File: src/rtl/cipher_ctrl_pkg.sv
// Shared types and constants for the cipher round controller.
// State encoding is fixed so that existing debug tooling can decode it.
package cipher_ctrl_pkg;

   typedef enum logic [1:0] {
      ST_IDLE  = 2'd0,
      ST_LOAD  = 2'd1,
      ST_ROUND = 2'd2,
      ST_DONE  = 2'd3
   } state_t;

   localparam logic MODE_ENC = 1'b0;
   localparam logic MODE_DEC = 1'b1;

   localparam int ROUNDS_DEFAULT = 10;

endpackage

File: src/rtl/cipher_round_ctrl_rnd_updn_cnt.sv
// Up/down round-index counter with parallel load, step enable and a
// terminal-count flag compared against a caller-supplied terminal value.
module rnd_updn_cnt #(
   parameter int CW = 4
) (
   input  logic          clk,
   input  logic          rst,
   input  logic          en,
   input  logic          load,
   input  logic          step,
   input  logic          down,
   input  logic [CW-1:0] load_val,
   input  logic [CW-1:0] term_val,
   output logic [CW-1:0] cnt,
   output logic          tc
);

   always_ff @(posedge clk) begin
      // NOTE: sequential state uses non-blocking assignments so every
      // register samples pre-edge values regardless of block ordering.
      if (rst) begin
         cnt <= '0;
      end else if (en) begin
         if (load) begin
            cnt <= load_val;
         end else if (step) begin
            cnt <= down ? cnt - CW'(1) : cnt + CW'(1);
         end
      end
   end

   assign tc = (cnt == term_val);

endmodule

File: src/rtl/cipher_round_ctrl.sv
// Block-operation sequencer for the cipher datapath: LOAD, ROUNDS rounds of
// PHASE_CYC cycles each, then a one-cycle DONE; encrypt counts up, decrypt down.
module cipher_round_ctrl
   import cipher_ctrl_pkg::*;
#(
   parameter int ROUNDS    = ROUNDS_DEFAULT,
   parameter int CW        = 4,
   parameter int PHASE_CYC = 1,
   parameter int PW        = 2
) (
   input  logic          clk,
   input  logic          rst,
   input  logic          en,
   input  logic          start,
   input  logic          mode,
   input  logic          abort,
   output logic          ready,
   output logic          busy,
   output logic          ld_state,
   output logic [CW-1:0] rnd_idx,
   output logic [PW-1:0] phase,
   output logic          rnd_adv,
   output logic          key_upd,
   output logic          mix_en,
   output logic          last_rnd,
   output logic          done
);

   if (ROUNDS < 2) begin : g_chk_rounds
      $error("cipher_round_ctrl: ROUNDS must be at least 2");
   end
   if ((1 << CW) <= ROUNDS) begin : g_chk_cw
      $error("cipher_round_ctrl: CW too narrow for ROUNDS");
   end
   if (PHASE_CYC < 1) begin : g_chk_phase
      $error("cipher_round_ctrl: PHASE_CYC must be at least 1");
   end
   if ((1 << PW) < PHASE_CYC) begin : g_chk_pw
      $error("cipher_round_ctrl: PW too narrow for PHASE_CYC");
   end

   localparam logic [CW-1:0] IDX_LAST = CW'(ROUNDS - 1);
   localparam logic [PW-1:0] PH_LAST  = PW'(PHASE_CYC - 1);

   state_t        state;
   state_t        state_d;
   logic [PW-1:0] phase_q;
   logic          mode_q;
   logic          in_round;
   logic          ph_wrap;
   logic          rnd_tc;
   logic          is_dec;
   logic          accept;

   assign in_round = (state == ST_ROUND);
   assign ph_wrap  = in_round && (phase_q == PH_LAST);
   assign is_dec   = (mode_q == MODE_DEC);
   assign accept   = (state == ST_IDLE) && start && !abort;

   // Final-round index is the counter's terminal value, so the step is
   // suppressed there and rnd_idx parks on it through DONE and IDLE.
   rnd_updn_cnt #(.CW(CW)) u_rnd_cnt (
      .clk      (clk),
      .rst      (rst),
      .en       (en),
      .load     (state == ST_LOAD),
      .step     (ph_wrap && !rnd_tc && !abort),
      .down     (is_dec),
      .load_val (is_dec ? IDX_LAST : '0),
      .term_val (is_dec ? '0 : IDX_LAST),
      .cnt      (rnd_idx),
      .tc       (rnd_tc)
   );

   always_comb begin
      // NOTE: default first so every path assigns state_d and no latch is inferred.
      state_d = state;
      case (state)
         ST_IDLE:  if (accept) state_d = ST_LOAD;
         ST_LOAD:  state_d = abort ? ST_IDLE : ST_ROUND;
         ST_ROUND: begin
            if (abort)                 state_d = ST_IDLE;
            else if (ph_wrap && rnd_tc) state_d = ST_DONE;
         end
         ST_DONE:  state_d = ST_IDLE;
         default:  state_d = ST_IDLE;
      endcase
   end

   always_ff @(posedge clk) begin
      if (rst) begin
         state   <= ST_IDLE;
         phase_q <= '0;
         mode_q  <= MODE_ENC;
      end else if (en) begin
         state <= state_d;
         if (accept) mode_q <= mode;
         if ((state == ST_LOAD) || ph_wrap) begin
            phase_q <= '0;
         end else if (in_round) begin
            phase_q <= phase_q + PW'(1);
         end
      end
   end

   assign ready    = (state == ST_IDLE);
   assign busy     = (state != ST_IDLE);
   assign ld_state = (state == ST_LOAD);
   assign phase    = phase_q;
   assign rnd_adv  = ph_wrap;
   assign key_upd  = ph_wrap && !rnd_tc;
   assign mix_en   = in_round && !rnd_tc;
   assign last_rnd = in_round && rnd_tc;
   assign done     = (state == ST_DONE);

endmodule

File: config.mk
export PLATFORM = sky130hd
export DESIGN_NAME = cipher_round_ctrl
export DESIGN_NICKNAME = d
export VERILOG_FILES = /design/src/rtl/cipher_ctrl_pkg.sv /design/src/rtl/cipher_round_ctrl_rnd_updn_cnt.sv /design/src/rtl/cipher_round_ctrl.sv
export SDC_FILE = /design/constraint.sdc
export NUM_CORES = 1
export LEC_CHECK = 0
export BUFFER_PORTS_ARGS = -buffer_cell sky130_fd_sc_hd__buf_2
export CAP_MARGIN = 40
export CORE_UTILIZATION = 48
export CTS_CLUSTER_DIAMETER = 40
export DETAILED_ROUTE_END_ITERATION = 16
export GPL_TIMING_DRIVEN = 1
export PLACE_DENSITY = 0.87
export SYNTH_ARGS = -nofsm -noshare
export SYNTH_HDL_FRONTEND = slang
export SYNTH_SLANG_ARGS = --single-unit
File: constraint.sdc
create_clock -name clk -period 1.8 [get_ports clk]
set_input_delay 0.09 -clock clk [delete_from_list [all_inputs] [get_ports clk]]
set_output_delay 0.09 -clock clk [all_outputs]
set_load 0.02 [all_outputs]
Word-level counts from Yosys, hierarchy flattened
Index checks and enable logic that the tools add are counted.
{ "totals": {"reg_bits": 9} }
{ "op_classes": {"n_addsub": 3, "n_eq_ne": 6, "muxes": 12, "n_reduce_logical": 20} }
{ "ops": {"columns": ["cell", "count"], "rows": [
  ["$mux 4", 5],
  ["$mux 2", 6],
  ["$logic_and 1x1->1", 8],
  ["$pmux 2 s4", 1],
  ["$reduce_and 2->1", 3],
  ["$reduce_bool 2->1", 3],
  ["$add 4x1->4 const B", 1],
  ["$eq 2x2->1 const B", 2],
  ["$eq 4x4->1", 1],
  ["$logic_not 2->1", 2],
  ["$sub 4x1->4 const B", 1],
  ["$ne 3x2->1 const B", 1],
  ["$reduce_and 3->1", 1],
  ["$add 2x1->2 const B", 1],
  ["$eq 2x1->1 const B", 1],
  ["$logic_not 1->1", 2],
  ["$ne 2x1->1 const B", 1],
  ["$logic_or 1x1->1", 1]
]} }

Logic depth before layout (Yosys ltp)
Gate-level depths: netlist of run 1.
{ "depth": {"ltp_word": 7, "depth_mapped": 7, "mapped_depth_nobuf": 7} }

Hierarchy
Synthesis of run 1 repeated with hierarchy kept, for this count alone.
{ "unflattened": {"hier_cells": 83, "hier_area_um2": 693.2} }
{ "modules_own_cells": {"columns": ["mod", "instances", "cells_per_inst", "area_per_inst_um2", "seq_area_each_um2"], "rows": [
  ["rnd_updn_cnt", 1, 39, 350.3, 80.1],
  ["cipher_round_ctrl", 1, 44, 342.8, 100.1]
]} }

Least setup slack after synthesis of run 1
Ideal clock, no wire load.
{ "synth_path": {"kind": "flip-flop to flip-flop", "from": "register phase_q[0], in the netlist phase[0]", "to": "register u_rnd_cnt.cnt[0]", "setup_ps": 149, "arrival_ps": 1642, "setup_slack_ps": 9, "path_stages_with_launch": 8, "path_buffers": 0, "synth_period_minus_slack_ps": 1791, "path_cell_list": "dfxtp_1 > inv_1 > ha_1 > and3b_4 > a32o_1 > a31o_4 > a21oi_1 > a311oi_2"} }
{ "synth_between": {"elab_chain_len": 6} }
{ "synth_rtl": {"columns": ["item", "line_no", "text"], "rows": [
  ["start, declared", "cipher_round_ctrl.sv:47", "logic [PW-1:0] phase_q;"],
  ["start signal, assigned", "cipher_round_ctrl.sv:101", "phase_q <= phase_q + PW'(1);"],
  ["$logic_not 2->1", "cipher_round_ctrl.sv:56", "assign ph_wrap = in_round && (phase_q == PH_LAST);"],
  ["$logic_and 1x1->1", "cipher_round_ctrl.sv:56", null],
  ["net rnd_adv", "cipher_round_ctrl.sv:22", "output logic rnd_adv,"],
  ["$logic_and 1x1->1 (2 in a row)", "cipher_round_ctrl.sv:67", ".step (ph_wrap && !rnd_tc && !abort),"],
  ["$reduce_bool 2->1 (no source line)", null, null],
  ["$reduce_and 2->1 (no source line)", null, null],
  ["end signal, assigned", "cipher_round_ctrl_rnd_updn_cnt.sv:25", "cnt <= load_val;"],
  ["end signal, assigned", "cipher_round_ctrl_rnd_updn_cnt.sv:27", "cnt <= down ? cnt - CW'(1) : cnt + CW'(1);"],
  ["end, declared", "cipher_round_ctrl_rnd_updn_cnt.sv:14", "output logic [CW-1:0] cnt,"]
]} }
The timed path passes the listed nets, and every way through them passes these cells.
A chain may end at the register's enable or synchronous reset.

Final worst setup path of run 1
{ "layout_path": {"from": "register phase_q[0], in the netlist phase[0]", "to": "register u_rnd_cnt.cnt[0]"} }
{ "layout_between": {"elab_chain_len": 6} }
{ "layout_rtl": {"columns": ["item", "line_no"], "rows": [
  ["$logic_not 2->1", "cipher_round_ctrl.sv:56"],
  ["$logic_and 1x1->1", "cipher_round_ctrl.sv:56"],
  ["$logic_and 1x1->1 (2 in a row)", "cipher_round_ctrl.sv:67"],
  ["$reduce_bool 2->1 (no source line)", null],
  ["$reduce_and 2->1 (no source line)", null]
]} }
No other way between the ends.

==> results of run 1 <==
-- final cells by class --
cell class / count / area share (%)
repair buffers: 22 / 14.8
flip-flops and latches: 9 / 22.8
well taps: 14 / 2.20
multi-input cells: 62 / 54.6
clock buffers: 4 / 3.30
inverters: 5 / 2.35
-- cells in the mapped netlist, drive strengths merged --
library cell	n	area, um^2
nor3b	1	7.51
clkbuf	2	7.51
nor2b	4	25.0
o22a	1	8.76
xnor2	1	8.76
nand2	6	22.5
a311oi	1	15.0
inv	5	18.8
o211ai	1	7.51
a22oi	3	22.5
buf	1	11.3
fa	1	20.0
nor2	11	41.3
and2	1	6.26
nor3	1	5.00
or2	1	6.26
mux2i	4	40.0
a32o	1	10.0
a31o	2	26.3
a31oi	1	6.26
o21ai	3	15.0
ha	3	37.5
and2b	2	15.0
and3b	1	12.5
nand3	4	20.0
o32ai	1	8.76
dfxtp	9	180
and3	1	6.26
nand2b	3	18.8
a21oi	3	15.0
-- sequential cells by signal, indices dropped and copies added, names as in the netlist --
name and cells:
state 2, is_dec 1, phase 2, u_rnd_cnt.cnt 4
-- where the power goes --
group | internal, mW | switching, mW
logic | 0.0262 | 0.0356
clock network | 0.0860 | 0.0862
registers | 0.202 | 0.00576
-- cell usage in the layout (no fill, tap or decap), types with 2 or more instances in the layout --
master	count
nand3_1	4
nand2b_1	3
dfxtp_1	8
inv_1	5
o21ai_0	3
mux2i_1	4
nor2_1	10
ha_1	3
clkbuf_4	3
and2b_1	2
buf_2	19
buf_4	3
nand2_1	6
a21oi_1	3
nor2b_1	4
a22oi_1	3
-- cell families after synthesis --
logic type | after synthesis | share of synthesized area, %
muxes | 4 | 6.20
xor gates and xnor gates | 1 | 1.36
AOI/OAI and AO/OA | 17 | 20.9
and+or+nand+nor | 36 | 28.9
buffers and inverters | 8 | 5.81
adders and majority gates | 4 | 8.92
DFF | 9 | 27.9
-- worst max-delay path by stage --
| stage | to | slack (ps) |
|---|---|---|
| 6_report | u_rnd_cnt.cnt[0] | 110 |
| 5_1_grt | u_rnd_cnt.cnt[2] | 40 |
| 4_1_cts | last_rnd | 20 |
| 3_3_place_gp | u_rnd_cnt.cnt[0] | 200 |
| 2_1_floorplan | u_rnd_cnt.cnt[0] | 9 |
| 3_5_place_dp | u_rnd_cnt.cnt[0] | 130 |
-- stage by stage --
step | hold slack (ps) | cells | worst slack (ps)
floorplan | 207 | 79 | 8.75
detailed placement | 334 | 112 | 133
CTS | 51.3 | 116 | 18.5
global route | 72.4 | 116 | 36.2
global placement | 326 | 112 | 195
finish | 61.4 | 116 | 115
-- worst max-delay path, delay by kind of cell (launching register included) --
kind / cells / cell delay, ps
compound gates: 4 / 680
simple gates: 1 / 220
buf+inv: 1 / 70
flops: 1 / 350
fa+ha+maj: 1 / 230
-- metal layers --
metal	up-vias	GRT usage [%]
met5	-	0
met1	300	28.4
met2	20	36.3
li1	324	-
met3	2	8.67
met4	0	5.17
-- timing repair --
item	4_1_cts	5_1_grt
hold endpoints to repair	0	0
cloned	0	0
setup buffers	0	0
gates resized for setup	1	2
setup endpoints to repair	1	2
==> results.toml, run 1 <==
[place]
dp_hpwl_um = 1080
port_buffers = 19
gp_congestion = 0.737
place_area_um2 = 762

[finish]
diodes = 0
finish.utilization_pct = 68.1
multi_input_area_um2 = 435
n_fill_cell = 100
stdcell_area_um2 = 797
regArea_um2 = 181
area_growth_pct = 23.4
finalNetCount = 113
drive_gt1_share_pct = 31.4

[hold_path]
hp-class = "input pin to flip-flop"
worstHoldStart = "mode"
holdPathStages = 3
hold_end = "is_dec"

[grt]
grt-ovfl-total = 0
grt_pass1_wl_um = 2300
grt_pass1_vias = 518
antenna_found_initial = 0
grt_start_max_net_pins = 11
grt_usage_pct = 22.7

[setup_path]
r2r-end = "u_rnd_cnt.cnt[0]"
path_cells = "inv_1 > ha_1 > and3b_4 > a32o_1 > a31o_4 > a21oi_1 > a311oi_2"
startpoint = "phase[0]"
crit_type = "flip-flop to flip-flop"
worst_ep_required_time_ps = 1950
r2r_start = "phase[0]"
ff2ff_path_depth = 7
end_kind = "flip-flop"
slowest_delay_ps = 350
startpoint_type = "flip-flop"
worst_path_max_delay_cell = "dfxtp_1"
r2r_slack_ps = 110
critical_path.max_fanout = 6
worstPathArrival_ps = 1840

[routing]
top_layer = "met4"
wl_met2_um = 697
drt_wl_total_um = 1440
drcViolationCount = 0
drtIter0Drc = 17
m1WireLength_um = 641
routed-via-count = 646
drtPass1Iterations = 4
via_per_inst = 5.57
final_antenna_net_count = 0
wl_met3_um = 88
routedWlPerCell_um = 12.4

[sta]
rsz0062_at_grt = "no"
layout_min_cycle_time_ps = 1690
setup_violations = 0
fmax_mhz = 593
slew_violations = 0
tns_ps = 0
fin_crit_sh_pct = 93.6
skew_ps = 12.2
finalHoldViolations = 0
max_slew.worst_pin.slew_ps = 284
relSlewSlack_pct = 81.1

[pwr]
power_density_mw_per_mm2 = 555
leakage_nw = 0.388
power.total_uw = 442
ir_worst_vdd_mv = 0.370

[clock_tree]
clock-sinks = 9
hold_buffers = 0
clk_pin_slew_ps = 70
ctsLongestPathBuffers = 2
cts_tree = "done"
cts.htree.levels = 1
clk_latency_ps = 280
numCtsBuffers = 3
clockRootBuffer = "clkbuf_4"

[yosys]
syn_area_um2 = 646
synth_seq_cells = 9
synth_nets = 89
ys_seq_area_share_pct = 27.9
yosysWarnings = 0
synth_cells = 79
ys_types = 31
avgSynthCellArea_um2 = 8.17

[die]
dieArea_mm2 = 0.00150
die_h_um = 38.7
pin_count = 20
start_util_pct = 55.1
fp.coreArea_mm2 = 0.00117
rows = 12
die_w_um = 38.7

[status]
status = "finished clean"

[flow_run]
maxCapViolCount = 0
(Power assumes the default switching activity.)
==> run 2: changes to the inputs <==
--- a/config.mk
+++ b/config.mk
@@ -5,13 +5,14 @@
 export SDC_FILE = /design/constraint.sdc
 export NUM_CORES = 1
 export LEC_CHECK = 0
+export ABC_AREA = 1
 export BUFFER_PORTS_ARGS = -buffer_cell sky130_fd_sc_hd__buf_2
 export CAP_MARGIN = 40
-export CORE_UTILIZATION = 48
+export CORE_UTILIZATION = 49
 export CTS_CLUSTER_DIAMETER = 40
 export DETAILED_ROUTE_END_ITERATION = 16
 export GPL_TIMING_DRIVEN = 1
-export PLACE_DENSITY = 0.87
+export PLACE_DENSITY = 0.88
 export SYNTH_ARGS = -nofsm -noshare
 export SYNTH_HDL_FRONTEND = slang
 export SYNTH_SLANG_ARGS = --single-unit
==> run 2 against run 1 <==
Against the previous run:
- final area rose by 1.6%
- critical path type is now flip-flop to output port
- largest cell class unchanged
- maximum frequency rose by 9.8%
- sequential share of layout area down 0.51 points
- die area up 1.1%
==> results.toml, run 2 <==
[setup_path]
cp.depth = 7
crit_buf_inv = 3
crit_type = "flip-flop to output port"
r2r_start = "is_dec"
worst_path_max_delay_cell = "dfxtp_1"
end_kind = "output port"
startpoint_type = "flip-flop"
r2r-end = "u_rnd_cnt.cnt[3]"
worst_ep_required_time_ps = 1710
crit_end = "key_upd"
critical_path.max_fanout = 7
path_cells = "inv_1 > nand2_1 > nand2_1 > nand2_1 > inv_1 > nor3_1 > buf_2"
ff2ff_path_depth = 7
worstPathArrival_ps = 1440
startpoint = "is_dec"
slowest_delay_ps = 450
critPathMostFrequentCell = "nand2_1"
crit_family = "flip-flops"
r2r_slack_ps = 390

[grt]
grt_pass1_vias = 609
antenna_found_initial = 0
grt_usage_pct = 24.0
grt_pass1_wl_um = 2430
grt-ovfl-total = 0
grt_start_max_net_pins = 13

[die]
dieArea_mm2 = 0.00151
die_w_um = 38.9
die_h_um = 38.9
pin_count = 20
start_util_pct = 56.2
rows = 12
fp.coreArea_mm2 = 0.00119

[yosys]
ys_seq_area_share_pct = 27.0
synth.most_common_cell = "nand2_1"
syn_area_um2 = 667
yosysTopAreaCell = "dfxtp_1"
synth_edf_count = 0
ys_async_sr_fraction_pct = 0
synth_seq_cells = 9
synth_area_leaders = "dfxtp_1, nand2_1, inv_1"
synth_top_area_share_pct = 27.0
avgSynthCellArea_um2 = 6.41
synth_common_cells = "nand2_1, inv_1, nor2_1"
synthFlopType = "dfxtp_1"
ys_types = 20
synth_nets = 114
synth_cells = 104
yosysWarnings = 0

[sta]
relSlewSlack_pct = 74.0
rsz0062_at_grt = "no"
skew_ps = 6.11
max_slew.worst_pin.slew_ps = 389
layout_min_cycle_time_ps = 1530
setup_violations = 0
tns_ps = 0
finalHoldViolations = 0
timing.hold.ws_ps = 151
fmax_mhz = 651
fin_crit_sh_pct = 85.3
slew_violations = 0

[pwr]
leakage_nw = 0.460
switchingPower_uw = 192
clkPwrFrac_pct = 31.6
ir_worst_vdd_mv = 0.600
swShare_pct = 36.0
power_density_mw_per_mm2 = 658
internal-power_uw = 341
p_comb_share_pct = 26.7
p_seq_share_pct = 41.7

[clock_tree]
clk_pin_slew_ps = 70
numCtsBuffers = 3
cts_tree = "done"
cts-resized-gates = 0
cts.htree.levels = 1
clk_latency_ps = 270
ctsLongestPathBuffers = 2
clock-sinks = 9
clockRootBuffer = "clkbuf_4"

[routing]
drtIter0Drc = 31
drtPass1Iterations = 4
drt_wl_total_um = 1520
final_antenna_net_count = 0
routed-via-count = 726
via_per_inst = 5.15
routedWlPerCell_um = 10.8
drcViolationCount = 0

[finish]
layout_commonest_cell = "nand2_1"
finish.utilization_pct = 68.2
final_cell_mix = "nand2_1, buf_2, inv_1"
diodes = 0
largest_reg_flops = 4
area_growth_pct = 21.4
drive_gt1_share_pct = 25.2
finalNetCount = 138
largest_register = "u_rnd_cnt.cnt"

[status]
status = "finished clean"

[place]
gp_congestion = 0.798
dp_hpwl_um = 1210
port_buffers = 19

[flow_run]
maxCapViolCount = 0

[hold_path]
hp-class = "input pin to flip-flop"
-- run 2: cell count changes in the layout (fill, tap and decap cells not counted), moves of 4 or more --
cell,previous run,this run
mux2i_1,4,0
inv_1,5,17
nand3_1,4,8
nor2b_1,4,0
nand2_1,6,23
a21oi_1,3,10
-- run 2: worst register-to-register path: cells and delay by family (launching register included) --
kind | cells | cell delay (ps)
adder cells (fa/ha/maj) | 1 | 320
AND/OR/NAND/NOR | 5 | 360
AO/OA/AOI/OAI | 1 | 190
flip-flops | 1 | 450
-- run 2: area by class of cell --
cell class	count	area, um^2
clock buffer	3	22.5
clock inverter	1	5.00
fill	103	377
inverter	19	71.3
multi-input combinational	75	408
sequential	9	180
tap	14	17.5
timing repair buffer	20	105
-- run 2: repair_timing --
action	4_1_cts	5_1_grt
setup buffers	0	0
endpoints found under the hold margin	2	0
hold buffers	1	0
-- run 2: cell families (layout without fill, tap and decap cells) --
group	Yosys count	in the layout	share of synthesized area [%]
and+or+nand+nor	56	56	40.9
AOI/OAI and AO/OA	15	15	11.6
DFF	9	9	27.0
buffers and inverters	20	43	11.8
adders and majority gates	4	4	8.63
-- run 2: metal layers --
| metal | track usage, % | share of wire, % | up-vias |
|---|---|---|---|
| met1 | 28.9 | 47 | 332 |
| met3 | 11.0 | 5.6 | 2 |
| met5 | 0 | 0 | - |
| met2 | 37.5 | 47 | 18 |
| met4 | 7.76 | 0.66 | 0 |
| li1 | - | - | 374 |
-- run 2: worst min path at each step --
stage,to,cells after the start,slack (ps),start
2_1_floorplan,phase[1],1,160,rst
3_5_place_dp,phase[1],2,280,rst
4_1_cts,state[1],4,140,abort
6_report,state[1],4,150,abort
3_3_place_gp,phase[1],2,280,rst
5_1_grt,is_dec,3,170,start
-- run 2: power by group through the flow --
stage | registers [mW] | clock network (mW) | logic (mW)
finish | 0.222 | 0.168 | 0.142
global route | 0.224 | 0.179 | 0.158
CTS | 0.222 | 0.170 | 0.142
detailed placement | 0.227 | 0 | 0.140
global placement | 0.226 | 0 | 0.135
floorplan | 0.232 | 0 | 0.0962
-- run 2: metrics by stage --
step           instance area (um^2)  worst slack, ps  instances  total power, mW
6_report                        810              265        141            0.533
5_1_grt                         810              159        141            0.561
4_1_cts                         810              272        141            0.534
3_5_place_dp                    772              406        136            0.367
3_3_place_gp                    772              453        136            0.362
2_1_floorplan                   667              375        104            0.328
